`src/rtl/rr_arb_pkg.sv`:
```
// Shared constants, state encoding and helpers for the round-robin mux arbiter.
package rr_arb_pkg;

  localparam int N_REQ     = 4;
  localparam int SEL_W     = 2;
  localparam int Q_DEFAULT = 10;

  typedef logic [0:0] arb_state_t;

  localparam logic [0:0] ST_IDLE  = 1'b0;
  localparam logic [0:0] ST_GRANT = 1'b1;

  function automatic logic [N_REQ-1:0] idx2onehot(input logic [SEL_W-1:0] idx);
    logic [N_REQ-1:0] oh;
    oh = '0;
    oh[idx] = 1'b1;
    return oh;
  endfunction

endpackage

```
`src/rtl/rr_pick.sv`:
```
// Combinational rotating priority search: first set req bit at start, start+1, ... mod 4.
module rr_pick
  import rr_arb_pkg::*;
(
  input  logic [N_REQ-1:0] req,
  input  logic [SEL_W-1:0] start,
  output logic             found,
  output logic [SEL_W-1:0] idx
);

  logic [N_REQ-1:0] rot;

  genvar gi;
  generate
    for (gi = 0; gi < N_REQ; gi++) begin : g_rot
      logic [SEL_W-1:0] pos;
      assign pos     = start + SEL_W'(gi);
      assign rot[gi] = req[pos];
    end
  endgenerate

  // Scan from the far end so the lowest rotated offset wins.
  always_comb begin
    found = |rot;
    idx   = start;
    for (int i = N_REQ - 1; i >= 0; i--) begin
      if (rot[i]) idx = start + SEL_W'(i);
    end
  end

endmodule

```
`src/rtl/rr_mux_arbiter.sv`:
```
// Round-robin arbiter driving a registered 4:1 data mux with a bounded grant quantum.
// Define ARB_FIXED_PRIO_EN to replace round-robin with fixed lowest-index priority.
module rr_mux_arbiter
  import rr_arb_pkg::*;
#(
  parameter int WIDTH   = 4,
  parameter int QUANTUM = Q_DEFAULT
) (
  input  logic             clk,
  input  logic             rst_n,
  input  logic [3:0]       req,
  input  logic [WIDTH-1:0] in1,
  input  logic [WIDTH-1:0] in2,
  input  logic [WIDTH-1:0] in3,
  input  logic [WIDTH-1:0] in4,
  output logic [3:0]       gnt,
  output logic [1:0]       sel,
  output logic [WIDTH-1:0] out,
  output logic             out_valid,
  output logic             busy
);

  localparam logic [7:0] CNT_LOAD = 8'(QUANTUM - 1);

  arb_state_t       state_reg;
  logic [7:0]       cnt_reg;
  logic             release_now;
  logic [SEL_W-1:0] pick_start;
  logic             pick_found;
  logic [SEL_W-1:0] pick_idx;
  logic [WIDTH-1:0] mux_data;

  assign release_now = (state_reg == ST_GRANT) && (!req[sel] || (cnt_reg == 8'd0));
  assign busy        = |gnt;

`ifdef ARB_FIXED_PRIO_EN
  assign pick_start = '0;
`else
  logic [SEL_W-1:0] last_reg;

  // At release the search continues past the holder; from IDLE it continues past the last winner.
  assign pick_start = (state_reg == ST_GRANT) ? sel + 2'd1 : last_reg + 2'd1;

  always_ff @(posedge clk or negedge rst_n) begin
    if (!rst_n) begin
      last_reg <= 2'd3;
    end else if (pick_found && ((state_reg == ST_IDLE) || release_now)) begin
      last_reg <= pick_idx;
    end
  end
`endif

  rr_pick u_pick (
    .req   (req),
    .start (pick_start),
    .found (pick_found),
    .idx   (pick_idx)
  );

  always_comb begin
    mux_data = in1;
    case (sel)
      2'd0:    mux_data = in1;
      2'd1:    mux_data = in2;
      2'd2:    mux_data = in3;
      default: mux_data = in4;
    endcase
  end

  always_ff @(posedge clk or negedge rst_n) begin
    if (!rst_n) begin
      state_reg <= ST_IDLE;
      cnt_reg   <= 8'd0;
      gnt       <= '0;
      sel       <= '0;
      out       <= '0;
      out_valid <= 1'b0;
    end else begin
      case (state_reg)
        ST_IDLE: begin
          out_valid <= 1'b0;
          if (pick_found) begin
            gnt       <= idx2onehot(pick_idx);
            sel       <= pick_idx;
            cnt_reg   <= CNT_LOAD;
            state_reg <= ST_GRANT;
          end
        end
        default: begin
          // The holder's sample is captured even on the releasing edge.
          out       <= mux_data;
          out_valid <= 1'b1;
          if (release_now) begin
            if (pick_found) begin
              gnt     <= idx2onehot(pick_idx);
              sel     <= pick_idx;
              cnt_reg <= CNT_LOAD;
            end else begin
              gnt       <= '0;
              state_reg <= ST_IDLE;
            end
          end else begin
            cnt_reg <= cnt_reg - 8'd1;
          end
        end
      endcase
    end
  end

endmodule
```
`config.mk`:
```
export PLATFORM = sky130hd
export DESIGN_NAME = rr_mux_arbiter
export DESIGN_NICKNAME = d
export VERILOG_FILES = /design/src/rtl/rr_arb_pkg.sv /design/src/rtl/rr_pick.sv /design/src/rtl/rr_mux_arbiter.sv
export SDC_FILE = /design/constraint.sdc
export NUM_CORES = 1
export LEC_CHECK = 0
export CORE_UTILIZATION = 42
export CTS_CLUSTER_DIAMETER = 60
export DETAILED_ROUTE_END_ITERATION = 10
export PLACE_DENSITY = 0.73
export REMOVE_ABC_BUFFERS = 1
export SLEW_MARGIN = 0
export SYNTH_ARGS = -nofsm -noshare
export SYNTH_HDL_FRONTEND = slang
export SYNTH_SLANG_ARGS = --single-unit
```
`constraint.sdc`:
```
create_clock -name clk -period 2.05 [get_ports clk]
set_clock_uncertainty 0.05 [all_clocks]
set_input_delay 0.205 -clock clk [delete_from_list [all_inputs] [get_ports clk]]
set_output_delay 0.205 -clock clk [all_outputs]
set_load 0.01 [all_outputs]
```
==> impl_metrics.toml, run 1 <==
[routing]
viasPerCell = 5.78
drt_iter0_drc = 33
avgRoutedWirePerCell_um = 15.2
wl_um = 2950
drc = 0
ant_nets = 0
firstDrtPassIters = 4
vias = 1121

[timing]
fin_crit_sh = 1.01
slew_violations = 0
rsz0062_at_grt = "true"
hold_viol = 0
slew_headroom = 0.683
postLayoutSetupSlackWorst_ps = -22.8
finalCriticalPeriod_ps = 2070
whs_ps = 173
tns_ps = -57.2
max_freq_mhz = 482
setup_viol = 4
tightest_slew_ps = 463

[final_layout]
area_delta_synth_final_pct = 50.5
nFillCells = 194
n_antenna_cell = 0
nets = 189
fin_cells = 194
largest_reg_flops = 8
drive_gt1_frac = 0.311
final_util = 0.695
stdcell_area_um2 = 1800

[placement]
io_buffers = 33
place_ws_ps = -29.8
dp.cells = 184
dpl-instance-area_um2 = 1650
dp_hpwl_um = 2150
routabilityCongestion = 0.860

[power_and_ir_drop]
seqPwrFrac = 0.295
peakVddDrop_uv = 881
power.leakage_nw = 0.784
pwr-share-comb = 0.573
powerDensity_nw_per_um2 = 1400
intPower_mw = 1.60
swShare = 0.366
power_mw = 2.53
clkPwrFrac = 0.132
p_sw_mw = 0.925

[setup_path]
critPathSlowestCell = "or4b_4"
worst-path-stages = 7
path_delay_family = "compound AO/OA/AOI/OAI gates"
critPathArrivalTime_ps = 2240
crit_required_ps = 2210
crit_chain = "inv_2 > ha_4 > or4b_4 > o311ai_4 > o21ai_1 > buf_4 > a32o_1"
cp-startpoint = "cnt_reg[0]"
startpoint_type = "flip-flop"
critPathCaptureType = "flip-flop"
crit_buf_inv = 2
reg2reg_depth = 7
crit_path_max_incr_delay_ps = 470
setup.worst_path.class = "flip-flop to flip-flop"
crit_fanout = 4
r2r_start = "cnt_reg[0]"

[yosys]
yosys_warnings = 0
synthArstFlopShare = 1.00
avgSynthCellArea_um2 = 10.8
synth_area_um2 = 1200
synth_seq_cells = 22
synth_area_leaders = "dfrtp_1 42%, mux4_2 9.4%, o21ai_0 4.6%"
synthFlopType = "dfrtp_1"
postSynthCellCount = 111
yosysTopAreaCellShare = 0.418
synth_most_common_cell = "dfrtp_1"
synth_edf_count = 0
yosys-top-cells-count = "20 x dfrtp_1, 11 x nor2_1, 11 x o21ai_0"
yosysTopAreaCell = "dfrtp_1"
yosysUniqueCellTypes = 37
synth_sequential_area_ratio = 0.462

[global_routing]
grt_pass1_wl_um = 4720
grt_pass1_vias = 1076
antenna_found_initial = 0
grt.met3_usage = 0.0422
grtUsageMet2 = 0.341
grt_max_degree = 23
grtUsageMet1 = 0.225
busiest_layer = "met2"
gr-usage-all-layers = 0.190
grt_overflow = 0

[run_status]
violations = "negative setup slack"
outcome = "complete, but fails checks"

[clock_network]
htreeDepth = 1
clockRootBuffer = "clkbuf_4"
clock-sinks = 22
ctsHoldBuffers = 0
cts_tree = "yes"
clk_pin_slew_worst_paths_ps = 130
cts_buffers = 3
clk_latency_ps = 310
clockBufferDepth = 2

[die]
coreArea_um2 = 2590
num_rows = 18
die_height_um = 55.4
start_util = 0.462
die_x_um = 55.4
ios = 34
dieArea_um2 = 3070

[hold_path]
hold_class = "input port to async pin"

[flow_run]
cap_violations = 0
layout by cell type (no fill, tap or decap), types with 2 or more instances in the layout:
| master | Yosys | layout |
|---|---|---|
| a21o_1 | 3 | 3 |
| a21oi_1 | 8 | 7 |
| buf_4 | 1 | 17 |
| buf_6 | 0 | 4 |
| clkbuf_4 | 0 | 3 |
| clkdlybuf4s50_1 | 0 | 32 |
| dfrtp_1 | 20 | 20 |
| dfstp_2 | 2 | 2 |
| inv_2 | 0 | 2 |
| mux2_2 | 4 | 4 |
| mux2i_1 | 2 | 2 |
| mux4_2 | 5 | 5 |
| nand2_1 | 8 | 6 |
| nand2_2 | 0 | 2 |
| nor2_1 | 11 | 9 |
| nor2_2 | 0 | 2 |
| nor3_1 | 2 | 2 |
| nor4_1 | 2 | 2 |
| o21ai_0 | 11 | 4 |
| o21ai_1 | 1 | 7 |
| or2_2 | 2 | 2 |
power by group through the flow:
stage,Clock [mW],Combinational [mW],Sequential (mW)
2_1_floorplan,0,0.638,0.795
3_3_place_gp,0,1.18,0.745
3_5_place_dp,0,1.22,0.752
4_1_cts,0.337,1.34,0.741
5_1_grt,0.350,1.57,0.765
6_report,0.333,1.45,0.746
kinds of logic after synthesis:
logic type	synth area share
AOI/OAI and AO/OA	0.192
and+or+nand+nor	0.133
DFF	0.462
muxes	0.149
buffers and inverters	0.0356
adders and majority gates	0.0209
xor gates and xnor gates	0.00732
routing by layer:
metal  routed length, um  up-vias
met3                 217        4
met5                   0        -
met2                1480       47
met4                  21        0
met1                1230      552
li1                    -      518
final cells by class:
class | instances | area, um^2 | share of cell area
well taps | 30 | 37.5 | 0.0208
clock inverters | 1 | 30.0 | 0.0167
clock buffers | 3 | 22.5 | 0.0125
flip-flops and latches | 22 | 553 | 0.307
repair buffers | 54 | 505 | 0.281
multi-input cells | 80 | 637 | 0.354
inverters | 4 | 15.0 | 0.00834
what timing repair did:
item | in CTS | in global routing
setup endpoints to repair | 2 | 17
pin swaps | 3 | 6
resized for setup | 12 | 14
buffers inserted | 5 | 1
final timing paths:
kind | slack (ps) | to
max in group asynchronous | 1500 | last_reg[1]
hold reg to reg | 470 | last_reg[0]
setup reg to reg | -20 | gnt[0]
hold / removal | 170 | out[0]
min in group clk | 470 | last_reg[0]
setup / recovery | -20 | gnt[0]
No activity file was read; power rests on OpenSTA's default activity.
==> inputs of run 2 (changes only) <==
==> constraint.sdc (replaced) <==
create_clock -name clk -period 2.05 [get_ports clk]
set_clock_uncertainty 0.05 [all_clocks]
set_input_delay 0.3075 -clock clk [delete_from_list [all_inputs] [get_ports clk]]
set_output_delay 0.3075 -clock clk [all_outputs]
set_load 0.01 [all_outputs]
==> impl_metrics.toml, run 2 (same netlist as run 1, synthesis figures left out) <==
[die]
start_util = 0.462
num_rows = 18
dieArea_um2 = 3070
die_height_um = 55.4
ios = 34
die_x_um = 55.4
coreArea_um2 = 2590

[timing]
setup_viol = 5
tns_ps = -132
finalCriticalPeriod_ps = 2110
tightest_slew_ps = 393
slew_headroom = 0.731
postLayoutSetupSlackWorst_ps = -58.0
rsz0062_at_grt = "true"
max_freq_mhz = 474
slew_violations = 0
whs_ps = 269
fin_crit_sh = 1.03
hold_viol = 0

[clock_network]
clockRootBuffer = "clkbuf_4"
ctsHoldBuffers = 0
clk_pin_slew_worst_paths_ps = 120
htreeDepth = 1
cts_buffers = 3
clk_latency_ps = 320
clockBufferDepth = 2
cts_tree = "yes"
clock-sinks = 22

[setup_path]
worst-path-stages = 7
path_delay_family = "compound AO/OA/AOI/OAI gates"
crit_buf_inv = 2
crit_chain = "inv_2 > ha_4 > or4b_4 > o311ai_4 > o21ai_1 > buf_4 > a32o_1"
reg2reg_depth = 7
critPathSlowestCell = "or4b_4"
startpoint_type = "flip-flop"
critPathCaptureType = "flip-flop"
crit_path_max_incr_delay_ps = 470
setup.worst_path.class = "flip-flop to flip-flop"
regToRegSetupSlack_ps = -60
crit_required_ps = 2220
crit_fanout = 5
critPathArrivalTime_ps = 2270

[placement]
dp_hpwl_um = 2220
io_buffers = 33
routabilityCongestion = 0.763
dp.cells = 189

[routing]
drt_iter0_drc = 11
firstDrtPassIters = 4
drc = 0
vias = 1117
viasPerCell = 5.56
ant_nets = 0
wl_um = 3040
avgRoutedWirePerCell_um = 15.1

[global_routing]
grt_overflow = 0
grt_pass1_vias = 1062
antenna_found_initial = 0
grt_pass1_wl_um = 4930
gr-usage-all-layers = 0.203
grt_max_degree = 23

[final_layout]
regArea_um2 = 553
area_delta_synth_final_pct = 53.0
largest_reg_flops = 8
drive_gt1_frac = 0.327
layout.cells.most_common = "clkdlybuf4s50_1"
layout_common_cells = "32 x clkdlybuf4s50_1, 23 x buf_4, 20 x dfrtp_1, 9 x nor2_1, 9 x o21ai_1"
nFillCells = 202
nets = 196
multi_input_area_um2 = 641
fin_cells = 201
final_util = 0.707
n_antenna_cell = 0

[run_status]
outcome = "complete, but fails checks"
violations = "negative setup slack"

[power_and_ir_drop]
powerDensity_nw_per_um2 = 1350
power.leakage_nw = 0.798
peakVddDrop_uv = 857

[hold_path]
hold_class = "input port to async pin"

[flow_run]
cap_violations = 0
run 2: cell count changes in the layout (fill, tap and decap cells not counted), sizes merged:
cell,before,now
dlygate4sd2,0,1
buf,21,28
dlymetal6s2s,1,0
clkbuf,3,4
bufinv,1,0
run 2: layout make-up:
cell class,instances,share of cell area
repair buffers,61,0.305
clock buffers,4,0.0144
well taps,30,0.0205
multi-input cells,80,0.350
flip-flops and latches,22,0.302
inverters,4,0.00820
run 2: stage by stage:
stage	worst slack [ps]	cell area [um^2]	total power, mW
3_5_place_dp	-92.4	1690	2.01
5_1_grt	-113	1830	2.65
6_report	-58.0	1830	2.48
4_1_cts	-7.81	1760	2.31
2_1_floorplan	-150	1170	1.43
3_3_place_gp	-37.4	1690	1.97
run 2: final timing paths:
| kind | startpoint | endpoint |
|---|---|---|
| worst max-delay path | cnt_reg[0] | gnt[0] |
| worst min-delay path | rst_n | cnt_reg[2] |
| worst max register to register | cnt_reg[0] | gnt[0] |
| worst min register to register | gnt[3] | gnt[3] |
| max in group asynchronous | rst_n | last_reg[0] |
| min in group clk | gnt[3] | gnt[3] |
run 2: what timing repair did:
action                                  CTS  global route
resized for setup                         6            22
endpoints found under the setup margin    7            14
pin swaps                                 0             3
setup buffers                             5             2
gates cloned                              0             1
run 2: per-layer routing:
layer  up-vias  wire (um)  global-route usage
met5         -          0                   0
met4         0         77              0.0964
met3         9        207              0.0398
met2        58       1460               0.349
met1       517       1300               0.243
li1        533          -                   -
run 2: power by group:
group	switching [mW]	internal, mW	total (mW)
logic	0.666	0.854	1.52
registers	0.132	0.613	0.745
clock network	0.134	0.0763	0.210
==> inputs of run 3 (changes only) <==
--- a/config.mk
+++ b/config.mk
@@ -5,10 +5,12 @@
 export SDC_FILE = /design/constraint.sdc
 export NUM_CORES = 1
 export LEC_CHECK = 0
-export CORE_UTILIZATION = 42
+export CORE_UTILIZATION = 55
 export CTS_CLUSTER_DIAMETER = 60
 export DETAILED_ROUTE_END_ITERATION = 10
-export PLACE_DENSITY = 0.73
+export DONT_BUFFER_PORTS = 1
+export GPL_TIMING_DRIVEN = 0
+export PLACE_DENSITY = 0.71
 export REMOVE_ABC_BUFFERS = 1
 export SLEW_MARGIN = 0
 export SYNTH_ARGS = -nofsm -noshare
==> impl_metrics.toml, run 3 (same netlist as run 1, synthesis figures left out) <==
[run_status]
outcome = "complete, but fails checks"
violations = "negative setup slack"

[placement]
io_buffers = 0
dp.cells = 133
dp_hpwl_um = 1610
routabilityCongestion = 0.758
dpl-instance-area_um2 = 1200

[setup_path]
r2r_start = "cnt_reg[1]"
crit_required_ps = 2210
setup.worst_path.class = "flip-flop to flip-flop"
critPathCaptureType = "flip-flop"
startpoint_type = "flip-flop"
crit_fanout = 8
regToRegSetupSlack_ps = -20
critPathArrivalTime_ps = 2230
reg2reg_depth = 9
r2r-end = "cnt_reg[2]"

[die]
ios = 34
start_util = 0.597
dieArea_um2 = 2370
num_rows = 16
die_height_um = 48.6
coreArea_um2 = 2000
die_x_um = 48.6

[final_layout]
layout.cells.most_common = "dfrtp_1"
largest_reg_flops = 8
stdcell_area_um2 = 1460
fin_cells = 152
area_delta_synth_final_pct = 21.7
drive_gt1_frac = 0.408
layout_common_cells = "17 x dfrtp_1, 12 x buf_4, 10 x nor2_1, 8 x a21oi_1, 7 x nand2_1"
n_antenna_cell = 0
nets = 150

[routing]
drt_iter0_drc = 27
avgRoutedWirePerCell_um = 17.0
vias = 950
ant_nets = 0
drc = 0
wl_um = 2580
viasPerCell = 6.25
firstDrtPassIters = 4

[hold_path]
hold_end = "cnt_reg[0]"
hold_class = "input port to flip-flop"
hold_depth = 2
hold_start = "req[2]"

[timing]
tns_ps = -27.2
slew_violations = 0
postLayoutSetupSlackWorst_ps = -20.5
slew_headroom = 0.372
fin_crit_sh = 1.01
tightest_slew_ps = 939
setup_viol = 2
whs_ps = 182
finalCriticalPeriod_ps = 2070
rsz0062_at_grt = "true"
max_freq_mhz = 483
hold_viol = 0

[clock_network]
cts_buffers = 3
clock-sinks = 22
clk_pin_slew_worst_paths_ps = 130
clockRootBuffer = "clkbuf_4"
clk_latency_ps = 310
cts_tree = "yes"
htreeDepth = 1
clockBufferDepth = 2

[global_routing]
grt_max_degree = 23
grt_pass1_vias = 871
grt_pass1_wl_um = 4130
gr-usage-all-layers = 0.233
grt_overflow = 0
antenna_found_initial = 0

[power_and_ir_drop]
peakVddDrop_uv = 936
powerDensity_nw_per_um2 = 1570
swShare = 0.385
p_sw_mw = 0.881
seqPwrFrac = 0.372
pwr-share-comb = 0.482
intPower_mw = 1.41
clkPwrFrac = 0.145
power.leakage_nw = 0.613

[flow_run]
cap_violations = 0
==> run 3: layer usage <==
metal / global-route usage / part of all wire / up-vias
met5: 0 / 0 / -
met4: 0.0735 / 0 / 0
met3: 0.0472 / 0.061 / 0
met2: 0.431 / 0.56 / 37
met1: 0.267 / 0.38 / 473
li1: - / - / 440
==> run 3: area by class of cell <==
class	instances	area, um^2
multi-input cells	80	666
repair buffers	15	131
clock buffers	3	22.5
fillers	137	547
well taps	27	33.8
inverters	4	15.0
clock inverters	1	30.0
flip-flops and latches	22	557
==> run 3: timing repair <==
item	in CTS	in global routing
pin swaps	2	2
resized for setup	11	15
hold endpoints to repair	22	0
setup buffers	13	1
setup endpoints to repair	14	16
hold buffers	1	0
==> run 3: worst max path at each step <==
stage,cells after the start,endpoint,startpoint,slack [ps]
2_1_floorplan,6,gnt[0],cnt_reg[0],-150
3_3_place_gp,6,gnt[0],cnt_reg[0],-390
3_5_place_dp,6,gnt[0],cnt_reg[0],-430
4_1_cts,8,cnt_reg[7],cnt_reg[0],-3
5_1_grt,9,cnt_reg[2],cnt_reg[1],-80
6_report,9,cnt_reg[2],cnt_reg[1],-20
==> run 3: power by group through the flow <==
stage / sequential [mW] / combinational (mW) / clock (mW)
after floorplan: 0.795 / 0.638 / 0
after global placement: 0.833 / 0.723 / 0
after detailed placement: 0.842 / 0.751 / 0
after CTS: 0.840 / 0.995 / 0.340
after global routing: 0.879 / 1.20 / 0.357
final: 0.852 / 1.10 / 0.333
==> run 3: worst max-delay path: stages (launching register included) <==
cell and delay [ps]:
dfrtp_1 410, inv_2 80, ha_4 110, or4b_4 460, o311ai_4 340, buf_6 190
buf_12 110, o21ai_0 70, nand2_1 80, o21ai_1 60
==> run 3: through the flow <==
step | worst slack (ps) | util | total power, mW
after floorplan | -150 | - | 1.43
after global placement | -387 | 0.601 | 1.56
after detailed placement | -431 | 0.601 | 1.59
after CTS | -2.89 | 0.693 | 2.18
after global routing | -77.2 | 0.727 | 2.44
final | -20.5 | 0.727 | 2.29
==> variant 1, RTL diff (settings of run 3) <==
Make the reset (`rst_n`) synchronous in 2 clocked blocks.
--- a/src/rtl/rr_mux_arbiter.sv
+++ b/src/rtl/rr_mux_arbiter.sv
@@ -41,7 +41,7 @@
   // At release the search continues past the holder; from IDLE it continues past the last winner.
   assign pick_start = (state_reg == ST_GRANT) ? sel + 2'd1 : last_reg + 2'd1;
 
-  always_ff @(posedge clk or negedge rst_n) begin
+  always_ff @(posedge clk) begin
     if (!rst_n) begin
       last_reg <= 2'd3;
     end else if (pick_found && ((state_reg == ST_IDLE) || release_now)) begin
@@ -67,7 +67,7 @@
     endcase
   end
 
-  always_ff @(posedge clk or negedge rst_n) begin
+  always_ff @(posedge clk) begin
     if (!rst_n) begin
       state_reg <= ST_IDLE;
       cnt_reg   <= 8'd0;
Formal check against the unedited RTL: differs if rst_n is asserted again (counterexample within 4 cycles, from zero or initial values and one cycle with rst_n low); with rst_n held inactive, the same outputs for 10 cycles.
==> variant 1 against run 3 <==
- sequential cell count unchanged
- utilization shrank 9.4 points
- design area down 11%
- final cell count increased by 0.66%
- area after synthesis grew 3.6%
- count of clock-buffer cells in the layout up 1
- wire length decreased by 5.9%
- die area is 3.4% higher
- setup slack better by 87 ps
- critical path type unchanged
- largest cell class unchanged
Power is not compared: it rests on default switching activity, and its combinational part moved more than twofold at a synthesized area within 25%.
==> variant 1: results (changes against run 3) <==
| Metric | Value |
|---|---|
| Status | `completed` |
| Sequential cell area share | `0.344 (-0.0390)` |
| Final Cell Area | `1290 um^2 (-11%)` |
| Final wirelength | `2.43 mm (-5.9%)` |
| Gpl congestion | `0.833 (+9.9%)` |
| Placed wire-length estimate | `1.72 mm (+7.0%)` |
| Vias in the first global route | `939 (+7.8%)` |
| CP Max Fanout | `7 (-1)` |
| Dominant synthesized flop cell | `dfxtp_1` |
| Resized cells post-CTS | `2 (-9)` |
| Ys Warns | `0 (unchanged)` |
| Crit path DAT | `2150 ps (-80 ps)` |
| Cell total after placement | `146 (+9.8%)` |
| Worst hold path startpoint | `rst_n` |
| Worst hold stages | `1 (-1)` |
| Pre-CTS setup slack | `-297 ps (+133 ps)` |
| Asr flop ratio synth | `0 (-1.00)` |
| Clock buf count | `4 (+1)` |
| FF-to-FF Start | `cnt_reg[0]` |
| Crit path max-delay family | `compound AO/OA/AOI/OAI gates` |
| Area growth, synth to finish | `4.34%` |
| Vias per inst | `6.35 (+1.6%)` |
| Non-Clock Buffer Count | `3 (-12)` |
| Cells after Synth | `126 (+14%)` |
| WHS | `22.6 ps (-159 ps)` |
| Placed Area | `1220 um^2 (+1.6%)` |
| Via count | `972 (+2.3%)` |
| Clock network area share | `0.0281 (-0.00804)` |
| Top post-synthesis cells by area | `dfxtp_1, mux4_2, a21oi_1, mux2i_1, nor2_1` |
| Starting DRC count in detailed routing | `20 (-26%)` |
| First-pass GRT wire length | `4.03 mm (-2.4%)` |
| Worst-Margin Slew | `978 ps (+38.8 ps)` |
| R2r worst-path depth | `7 (-2)` |
| R2R Path End | `cnt_reg[4]` |
| GR Util All Layers | `0.217 (-0.0159)` |
| Area of the multi-input gates | `741 um^2 (+11%)` |
| Synth unique cells | `47 (+27%)` |
| F_max | `504 MHz (+4.4%)` |
| Most instantiated cells after synthesis | `dfxtp_1, nor2_1, nand2_1` |
| Hold Path Sink | `last_reg[1]` |
| Fillers | `184 (+34%)` |
| Share of layout cells above drive strength 1 | `0.214 (-0.194)` |
| Sequential share of the synthesized area | `0.356 (-0.107)` |
| Setup bufs post-CTS | `3 (-10)` |
| Final non-clock buffer share | `0.0174 (-0.0729)` |
| R2R Setup Slk | `70 ps (+90 ps)` |
## variant 1: cell types whose count changed after synthesis, moves of 4 or more
cell	delta
o21ai_0	-6
dfrtp_1	-20
nor2b_1	+4
dfxtp_1	+22
buf_2	-4
mux2_2	-4
## variant 1: worst reg2reg max path, cell delays in order (launching register included)
cell	delay (ps)
dfxtp_2	350
inv_2	90
ha_1	140
or4b_4	470
o211ai_1	300
buf_4	210
nor2_1	50
o221a_1	230
## variant 1: kinds of logic after synthesis
group / count (synthesis) / share of synthesized area
adders and majority gates: 2 / 0.0202
xor gates and xnor gates: 1 / 0.00707
DFF: 22 / 0.356
and+or+nand+nor: 43 / 0.198
muxes: 11 / 0.153
AOI/OAI and AO/OA: 36 / 0.213
buffers and inverters: 11 / 0.0535
## variant 1: metal layers
layer,track usage,vias up,wire length (um)
met5,0,-,0
met2,0.356,43,1130
met3,0.0617,8,196
li1,-,472,-
met4,0.110,0,59
met1,0.259,449,1050
==> variant 2, RTL diff (flow settings as in run 3) <==
Without the edit above. The option `ARB_FIXED_PRIO_EN` is turned on by a define.
--- a/src/rtl/rr_mux_arbiter.sv
+++ b/src/rtl/rr_mux_arbiter.sv
@@ -1,5 +1,7 @@
 // Round-robin arbiter driving a registered 4:1 data mux with a bounded grant quantum.
 // Define ARB_FIXED_PRIO_EN to replace round-robin with fixed lowest-index priority.
+`define ARB_FIXED_PRIO_EN
+
 module rr_mux_arbiter
   import rr_arb_pkg::*;
 #(
Behaviour: not the same (Yosys sat finds a counterexample within 4 cycles, from zero or initial values and one cycle with rst_n low).
==> variant 2 against run 3 <==
- setup slack gained 220 ps
- largest power group is now sequential cells
- combinational power shrank 33%
- area after synthesis is 2.5% lower
- highest routed layer is now met4
- total power fell by 19%
- design area decreased by 15%
- sequential cell count shrank 2
- clock power about the same
- wire length decreased by 9.8%
==> variant 2: results (changes against run 3) <==
| Metric | Value |
|---|---|
| R2r worst-path depth | `4 (-5)` |
| Gpl congestion | `0.781 (+3.0%)` |
| Leak Pwr | `0.493 nW (-20%)` |
| WL/cell | `17.8 um (+4.6%)` |
| WHS | `46.3 ps (-136 ps)` |
| TritonCTS buffer count | `3 (unchanged)` |
| FF-to-FF Start | `sel[1]` |
| GR Util All Layers | `0.219 (-0.0140)` |
| Worst Hold Class | `in -> reg` |
| Avg Cell Area, Syn | `11.1 um^2 (+3.1%)` |
| Fin nets | `129 (-14%)` |
| Post-route insts no fill | `131 (-14%)` |
| R2R Path End | `cnt_reg[2]` |
| Ys Warns | `0 (unchanged)` |
| Root Driver | `clkbuf_4` |
| Asr flop ratio synth | `1.00 (unchanged)` |
| H-tree depth | `1 (unchanged)` |
| First-pass GRT wire length | `3.43 mm (-17%)` |
| Setup bufs post-CTS | `0 (-13)` |
| Clock Pin Slew Worst Setup and Hold Paths | `130 ps (about the same)` |
| Hold Path Sink | `gnt[1]` |
| Status | `completed` |
| Largest register FFs | `8 (unchanged)` |
| Pin count of the biggest net entering global routing | `21 (-8.7%)` |
| Share of layout cells above drive strength 1 | `0.183 (-0.225)` |
| Sequential share of the synthesized area | `0.429 (-0.0332)` |
| Peak supply drop | `883 uV (-5.7%)` |
| Initial antenna violation count | `0 (unchanged)` |
| Worst hold path startpoint | `req[0]` |
| Most instantiated cells after synthesis | `dfrtp_1, inv_1, nor2_1` |
| Starting DRC count in detailed routing | `11 (-59%)` |
| CP Max Fanout | `17 (+9)` |
| Number of port buffers | `0 (unchanged)` |
| Pre-CTS setup slack | `56.5 ps (+487 ps)` |
| Crit path DAT | `2030 ps (-200 ps)` |
| Placed Area | `1160 um^2 (-3.5%)` |
| CTS max path bufs | `2 (unchanged)` |
| Vias in the first global route | `804 (-7.7%)` |
| Worst hold stages | `1 (-1)` |
| Via count | `841 (-11%)` |
| Clk_lat worst skew | `310 ps (about the same)` |
| Placed wire-length estimate | `1.69 mm (+5.0%)` |
| Synth unique cells | `33 (-11%)` |
| Top post-synthesis cells by area | `dfrtp_1, mux4_2, mux2_2, nor4_4, mux2i_1` |
| N_diodes | `0 (unchanged)` |
| R2R Setup Slk | `200 ps (+220 ps)` |
| Pre-antenna DRT Iters | `4 (unchanged)` |
| Headroom to the max-slew limit | `0.389 (+0.0175)` |
## variant 2: worst max-delay path, cell delays in order, from the launching register on
cell	delay, ps
dfrtp_1	630
inv_1	130
a32oi_4	490
nand2_1	230
o22ai_1	230
## variant 2: cells by family (layout without fill, tap and decap cells)
group           Yosys count  after routing  share of synthesized area
flops                    20             20                      0.429
mux                      12             12                      0.150
fa+ha+maj                 2              2                     0.0215
simple gates             32             32                      0.163
buf+inv                  15             14                     0.0633
compound gates           24             24                      0.173
## variant 2: power breakdown
part           leakage (nW)  switching (mW)  total (mW)  internal (mW)
Sequential            0.242           0.237       0.784          0.546
Combinational         0.222           0.378       0.741          0.364
Clock                0.0279           0.136       0.334          0.198
Total                 0.493           0.751        1.86           1.11
## variant 2: worst max path at each step
stage / startpoint / end / slack [ps]
after floorplan: sel[0] / gnt[2] / 380
after detailed placement: sel[0] / cnt_reg[2] / 60
after global routing: sel[1] / cnt_reg[6] / 90
final: sel[1] / cnt_reg[2] / 200
after global placement: sel[0] / cnt_reg[6] / 70
after CTS: sel[0] / cnt_reg[2] / 10
## variant 2: final cells by class
cell class                      instances  area [um^2]
Inverter                                9         33.8
Sequential cell                        20          502
Clock buffer                            3         22.5
Fill cell                             151          751
Timing Repair Buffer                    1         10.0
Clock inverter                          1         30.0
Multi-Input combinational cell         70          599
Tap cell                               27         33.8
## variant 2: what timing repair did
item | in CTS | in global routing
gates resized for setup | 0 | 2
endpoints found under the hold margin | 20 | 0
setup endpoints to repair | 0 | 10
hold buffers | 1 | 0
## variant 2: metal layers
layer  wire length [um]  vias to the layer above  part of all wire  global-route usage
met4                 32                        0             0.014               0.100
li1                   -                      389                 -                   -
met3                 78                        5             0.034              0.0302
met2               1210                       24              0.52               0.368
met5                  0                        -                 0                   0
met1               1010                      423              0.43               0.280
